**src/rtl/mux_demux_pkg.sv**
```systemverilog
// rtl/mux_demux_pkg.sv - shared constants, FSM encoding and round-robin pick helpers
package mux_demux_pkg;

  localparam int CH_N  = 8;
  localparam int SEL_W = 3;

  typedef enum logic {
    ST_IDLE   = 1'b0,
    ST_LOCKED = 1'b1
  } state_e;

  // First requesting channel scanning ptr, ptr+1, ... with mod-8 wrap; returns ptr if none request.
  function automatic logic [SEL_W-1:0] rr_pick(input logic [CH_N-1:0]  req,
                                               input logic [SEL_W-1:0] ptr);
    logic [SEL_W-1:0] idx;
    logic             found;
    rr_pick = ptr;
    found   = 1'b0;
    for (int i = 0; i < CH_N; i++) begin
      idx = ptr + SEL_W'(i);
      if (!found && req[idx]) begin
        rr_pick = idx;
        found   = 1'b1;
      end
    end
  endfunction

  function automatic logic [CH_N-1:0] onehot8(input logic [SEL_W-1:0] idx);
    return CH_N'(1) << idx;
  endfunction

endpackage

```
**src/rtl/rr_arbiter_8.sv**
```systemverilog
// rtl/rr_arbiter_8.sv - combinational 8-way round-robin arbiter
module rr_arbiter_8
  import mux_demux_pkg::*;
(
  input  logic [CH_N-1:0]  req,
  input  logic [SEL_W-1:0] ptr,
  input  logic             en,
  output logic [CH_N-1:0]  grant,
  output logic [SEL_W-1:0] idx,
  output logic             any
);

  always_comb begin
    any   = |req;
    idx   = rr_pick(req, ptr);
    grant = (en && any) ? onehot8(idx) : '0;
  end

endmodule

```
**src/rtl/mux_8_1_rr.sv**
```systemverilog
// rtl/mux_8_1_rr.sv - round-robin 8:1 collector with optional packet lock
module mux_8_1_rr
  import mux_demux_pkg::*;
#(
  parameter int W    = 8,
  parameter bit LOCK = 1'b1
) (
  input  logic                clk,
  input  logic                rst_n,
  input  logic [CH_N-1:0]     in_valid,
  input  logic [CH_N*W-1:0]   in_data,
  input  logic [CH_N-1:0]     in_last,
  output logic [CH_N-1:0]     in_ready,
  output logic                out_valid,
  output logic [W-1:0]        out_data,
  output logic [SEL_W-1:0]    out_sel,
  output logic                out_last,
  input  logic                out_ready
);

  state_e            state_q, state_d;
  logic [SEL_W-1:0]  ptr_q, ptr_d;
  logic [SEL_W-1:0]  lch_q, lch_d;
  logic              out_valid_q, out_valid_d;
  logic [W-1:0]      out_data_q, out_data_d;
  logic [SEL_W-1:0]  out_sel_q, out_sel_d;
  logic              out_last_q, out_last_d;

  logic              can_load;
  logic              arb_en;
  logic              arb_any;
  logic              xfer;
  logic [CH_N-1:0]   req;
  logic [CH_N-1:0]   grant;
  logic [SEL_W-1:0]  g;

  // While locked only the locked channel may compete, even if it is idle.
  always_comb begin
    can_load = !out_valid_q || out_ready;
    arb_en   = can_load && rst_n;
    req      = (state_q == ST_LOCKED) ? (in_valid & onehot8(lch_q)) : in_valid;
  end

  rr_arbiter_8 u_arb (
    .req   (req),
    .ptr   (ptr_q),
    .en    (arb_en),
    .grant (grant),
    .idx   (g),
    .any   (arb_any)
  );

  assign xfer     = arb_any && arb_en;
  assign in_ready = grant;

  always_comb begin
    state_d     = state_q;
    ptr_d       = ptr_q;
    lch_d       = lch_q;
    out_valid_d = out_valid_q;
    out_data_d  = out_data_q;
    out_sel_d   = out_sel_q;
    out_last_d  = out_last_q;

    if (out_valid_q && out_ready) begin
      out_valid_d = 1'b0;
    end

    // A load in the same cycle as a drain overrides the clear, giving no bubble.
    if (xfer) begin
      out_valid_d = 1'b1;
      out_data_d  = in_data[int'(g)*W +: W];
      out_sel_d   = g;
      out_last_d  = in_last[g];
      ptr_d       = g + SEL_W'(1);
      if (LOCK) begin
        if (state_q == ST_IDLE && !in_last[g]) begin
          state_d = ST_LOCKED;
          lch_d   = g;
        end else if (state_q == ST_LOCKED && in_last[g]) begin
          state_d = ST_IDLE;
        end
      end
    end
  end

  always_ff @(posedge clk) begin
    if (!rst_n) begin
      state_q     <= ST_IDLE;
      ptr_q       <= '0;
      lch_q       <= '0;
      out_valid_q <= 1'b0;
      out_data_q  <= '0;
      out_sel_q   <= '0;
      out_last_q  <= 1'b0;
    end else begin
      state_q     <= state_d;
      ptr_q       <= ptr_d;
      lch_q       <= lch_d;
      out_valid_q <= out_valid_d;
      out_data_q  <= out_data_d;
      out_sel_q   <= out_sel_d;
      out_last_q  <= out_last_d;
    end
  end

  assign out_valid = out_valid_q;
  assign out_data  = out_data_q;
  assign out_sel   = out_sel_q;
  assign out_last  = out_last_q;

endmodule

```
**config.mk**
```make
export PLATFORM = sky130hd
export DESIGN_NAME = mux_8_1_rr
export DESIGN_NICKNAME = d
export VERILOG_FILES = /design/src/rtl/mux_demux_pkg.sv /design/src/rtl/rr_arbiter_8.sv /design/src/rtl/mux_8_1_rr.sv
export SDC_FILE = /design/constraint.sdc
export NUM_CORES = 1
export LEC_CHECK = 0
export ABC_AREA = 1
export BUFFER_PORTS_ARGS = -buffer_cell sky130_fd_sc_hd__buf_4
export CAP_MARGIN = 5
export CORE_MARGIN = 4
export CORE_UTILIZATION = 55
export CTS_BUF_LIST = sky130_fd_sc_hd__clkbuf_4
export DETAILED_ROUTE_END_ITERATION = 8
export PLACE_DENSITY = 0.92
export SLEW_MARGIN = 20
export SYNTH_ARGS = -nofsm -noshare
export SYNTH_HDL_FRONTEND = slang
export SYNTH_HIERARCHICAL = 1
export SYNTH_SLANG_ARGS = --single-unit
```
**constraint.sdc**
```tcl
create_clock -name clk -period 7.8 [get_ports clk]
set_input_delay 0.39 -clock clk [delete_from_list [all_inputs] [get_ports clk]]
set_output_delay 0.39 -clock clk [all_outputs]
set_load 0.005 [all_outputs]
```
==> results.yml <==
worst_setup_path:
  cp.required_ns: 7.97
  endpoint_kind: "flip-flop"
  crit_type: "flip-flop to flip-flop"
  arrival_ns: 4.91
  cp_max_fo: 20
  crit_path_start_kind: "flip-flop"
drt:
  ant_nets: 0
  routed_wl_um: 7950
  vias_per_cell: 5.09
  drc: 0
  first_pass_iters: 5
  drtIter0Drc: 185
  wl_per_cell_um: 11.9
  vias: 3406
synth:
  avgSynthCellArea_um2: 5.28
  synth_top_cell_area_share_pct: 26.2
  syn_inst: 515
  yosys-top-cells-area: "nand2_1 (26%), nand3_1 (16%), dfxtp_1 (15%), inv_1 (13%), nor2_1 (3.6%)"
  synth_cell_types: 31
  synth_fp_nets: 602
  yosys.area.top_type: "nand2_1"
  synth_warnings: 6
  synth_area_um2: 2720
  ys_seq_area_share_pct: 14.7
  synth-seq-cells: 20
timing:
  fin_crit_sh_pct: 60.8
  hold-worst-slack_ns: 0.407
  tns_ns: 0
  period_needed_ns: 4.74
  hold_violations: 0
  maxSlewHeadroom_pct: 57.2
  rsz0062_at_grt: "false"
  slew_viol_final: 0
  tightest_slew_ns: 0.641
  setup_viol: 0
  timing.fmax_mhz: 211
  skew_ns: 0.00100
floorplanning:
  core-area_um2: 4750
  dieArea_um2: 6130
  start_util_pct: 57.2
  row_count: 25
  die_h_um: 78.3
  ioPinCount: 104
  die_w_um: 78.3
grt:
  grt_pass1_vias: 3139
  antenna_found_initial: 0
  grt_pass1_wl_um: 13300
  overflow: 0
  track_usage_pct: 25.8
  grt_start_max_net_pins: 41
final_layout:
  mostFrequentLayoutCells: "nand2_1 (190), buf_4 (104), inv_1 (94)"
  multiInputGateArea_um2: 1790
  fin_nets: 690
  drive_gt1_share_pct: 23.3
  area_growth_pct: 27.8
  fillers: 434
  stdcell_area_um2: 3470
  final_common_cell: "nand2_1"
  antenna_cells: 0
  utilization_pct: 73.0
  regArea_um2: 400
clock_tree:
  post_cts_buffers: 0
  cts_resized: 0
  htreeDepth: 1
  cts.clk_slew.worst_paths_ns: 0.11
  cts_buffer_depth: 2
  cts-root-buf: "clkbuf_4"
  clkSinkCount: 20
  cts_tree: "yes"
  clock_latency_ns: 0.30
  cts_inserted_buffers: 3
  cts_hold_buffers: 0
placement:
  place.gp.congestion: 0.940
  io_buffers: 103
  place_area_um2: 3450
  hpwl_um: 6500
outcome:
  status: "complete, no violations"
worst_hold_path:
  min_path_type: "input port to flip-flop"
job:
  max_cap_viol_count: 0
cells in the mapped netlist, drive strengths merged:
cell type  instances
nand3             91
clkbuf             1
o211ai             1
o21ai             16
nand3b             1
xnor2              3
xor2               4
buf               20
a31oi              1
a21oi              8
inv              105
nor2              31
ha                 4
a21boi             9
nor4               2
nor3               1
nand4              1
dfxtp             20
nand2            196
layout make-up:
class,instances,share of cell area [%]
inverters,105,11.4
repair buffers,104,22.5
flip-flops and latches,20,11.5
multi-input cells,369,51.5
well taps,67,2.41
clock inverters,1,0.108
clock buffers,3,0.649
final timing paths:
kind                            cells past startpoint             startpoint                     end  slack, ns
worst max-delay path                               27  ptr_q[0]$_SDFFE_PN0P_   lch_q[0]$_SDFFE_PN0P_       3.06
worst min register to register                      2  out_last$_SDFFE_PN0P_   out_last$_SDFFE_PN0P_       0.48
worst min-delay path                                4              out_ready  out_valid$_SDFFE_PN0P_       0.41
worst max register to register                     27  ptr_q[0]$_SDFFE_PN0P_   lch_q[0]$_SDFFE_PN0P_       3.06
stage by stage:
step	std cells	setup WS, ns
final	669	3.06
after global routing	669	2.44
after CTS	669	3.13
after detailed placement	665	3.15
after global placement	665	3.44
after floorplan	515	4.34
flip-flops by register name, summed over array words and instances, names as in the netlist:
signal / cells
state_q: 1
out_sel: 3
out_valid: 1
out_data: 8
lch_q: 3
out_last: 1
ptr_q: 3
cells by family (layout without fill, tap and decap cells):
group	Yosys count	in the layout	synth area share (%)
adders and majority gates	4	4	1.84
buffers and inverters	126	213	19.5
and+or+nand+nor	323	323	53.0
xor gates and xnor gates	7	7	3.22
DFF	20	20	14.7
AOI/OAI and AO/OA	35	35	7.64
per-layer routing:
layer,share of wire [%],wire (um),up-vias,track usage (%)
li1,-,-,1742,-
met1,42,3380,1522,33.9
met2,49,3930,127,45.5
met3,6.3,501,15,2.75
met4,1.7,137,0,5.42
met5,0,0,-,0
worst max-delay path: stages (launching register included):
cell and delay, ns:
dfxtp_1 0.59, inv_2 0.20, ha_1 0.45, inv_2 0.14, nand3_1 0.14, nand2_1 0.09
nand2_1 0.05, nand2_2 0.11, nand3_4 0.11, nor2_8 0.14, nand3_2 0.10, inv_2 0.07
nand3_2 0.08, inv_2 0.08, nor2_1 0.04, nand2_1 0.11, nand2_2 0.08, inv_1 0.48
inv_1 0.48, nor2_1 0.18, o21ai_1 0.08, nand3_1 0.13, nand2_1 0.07, ha_1 0.19
inv_1 0.07, nor2_2 0.06, o21ai_0 0.21, a21oi_1 0.06
Power is left out: the tool's default activity adds up to more than one toggle a clock period on the data nets, which glitch-free logic cannot reach.
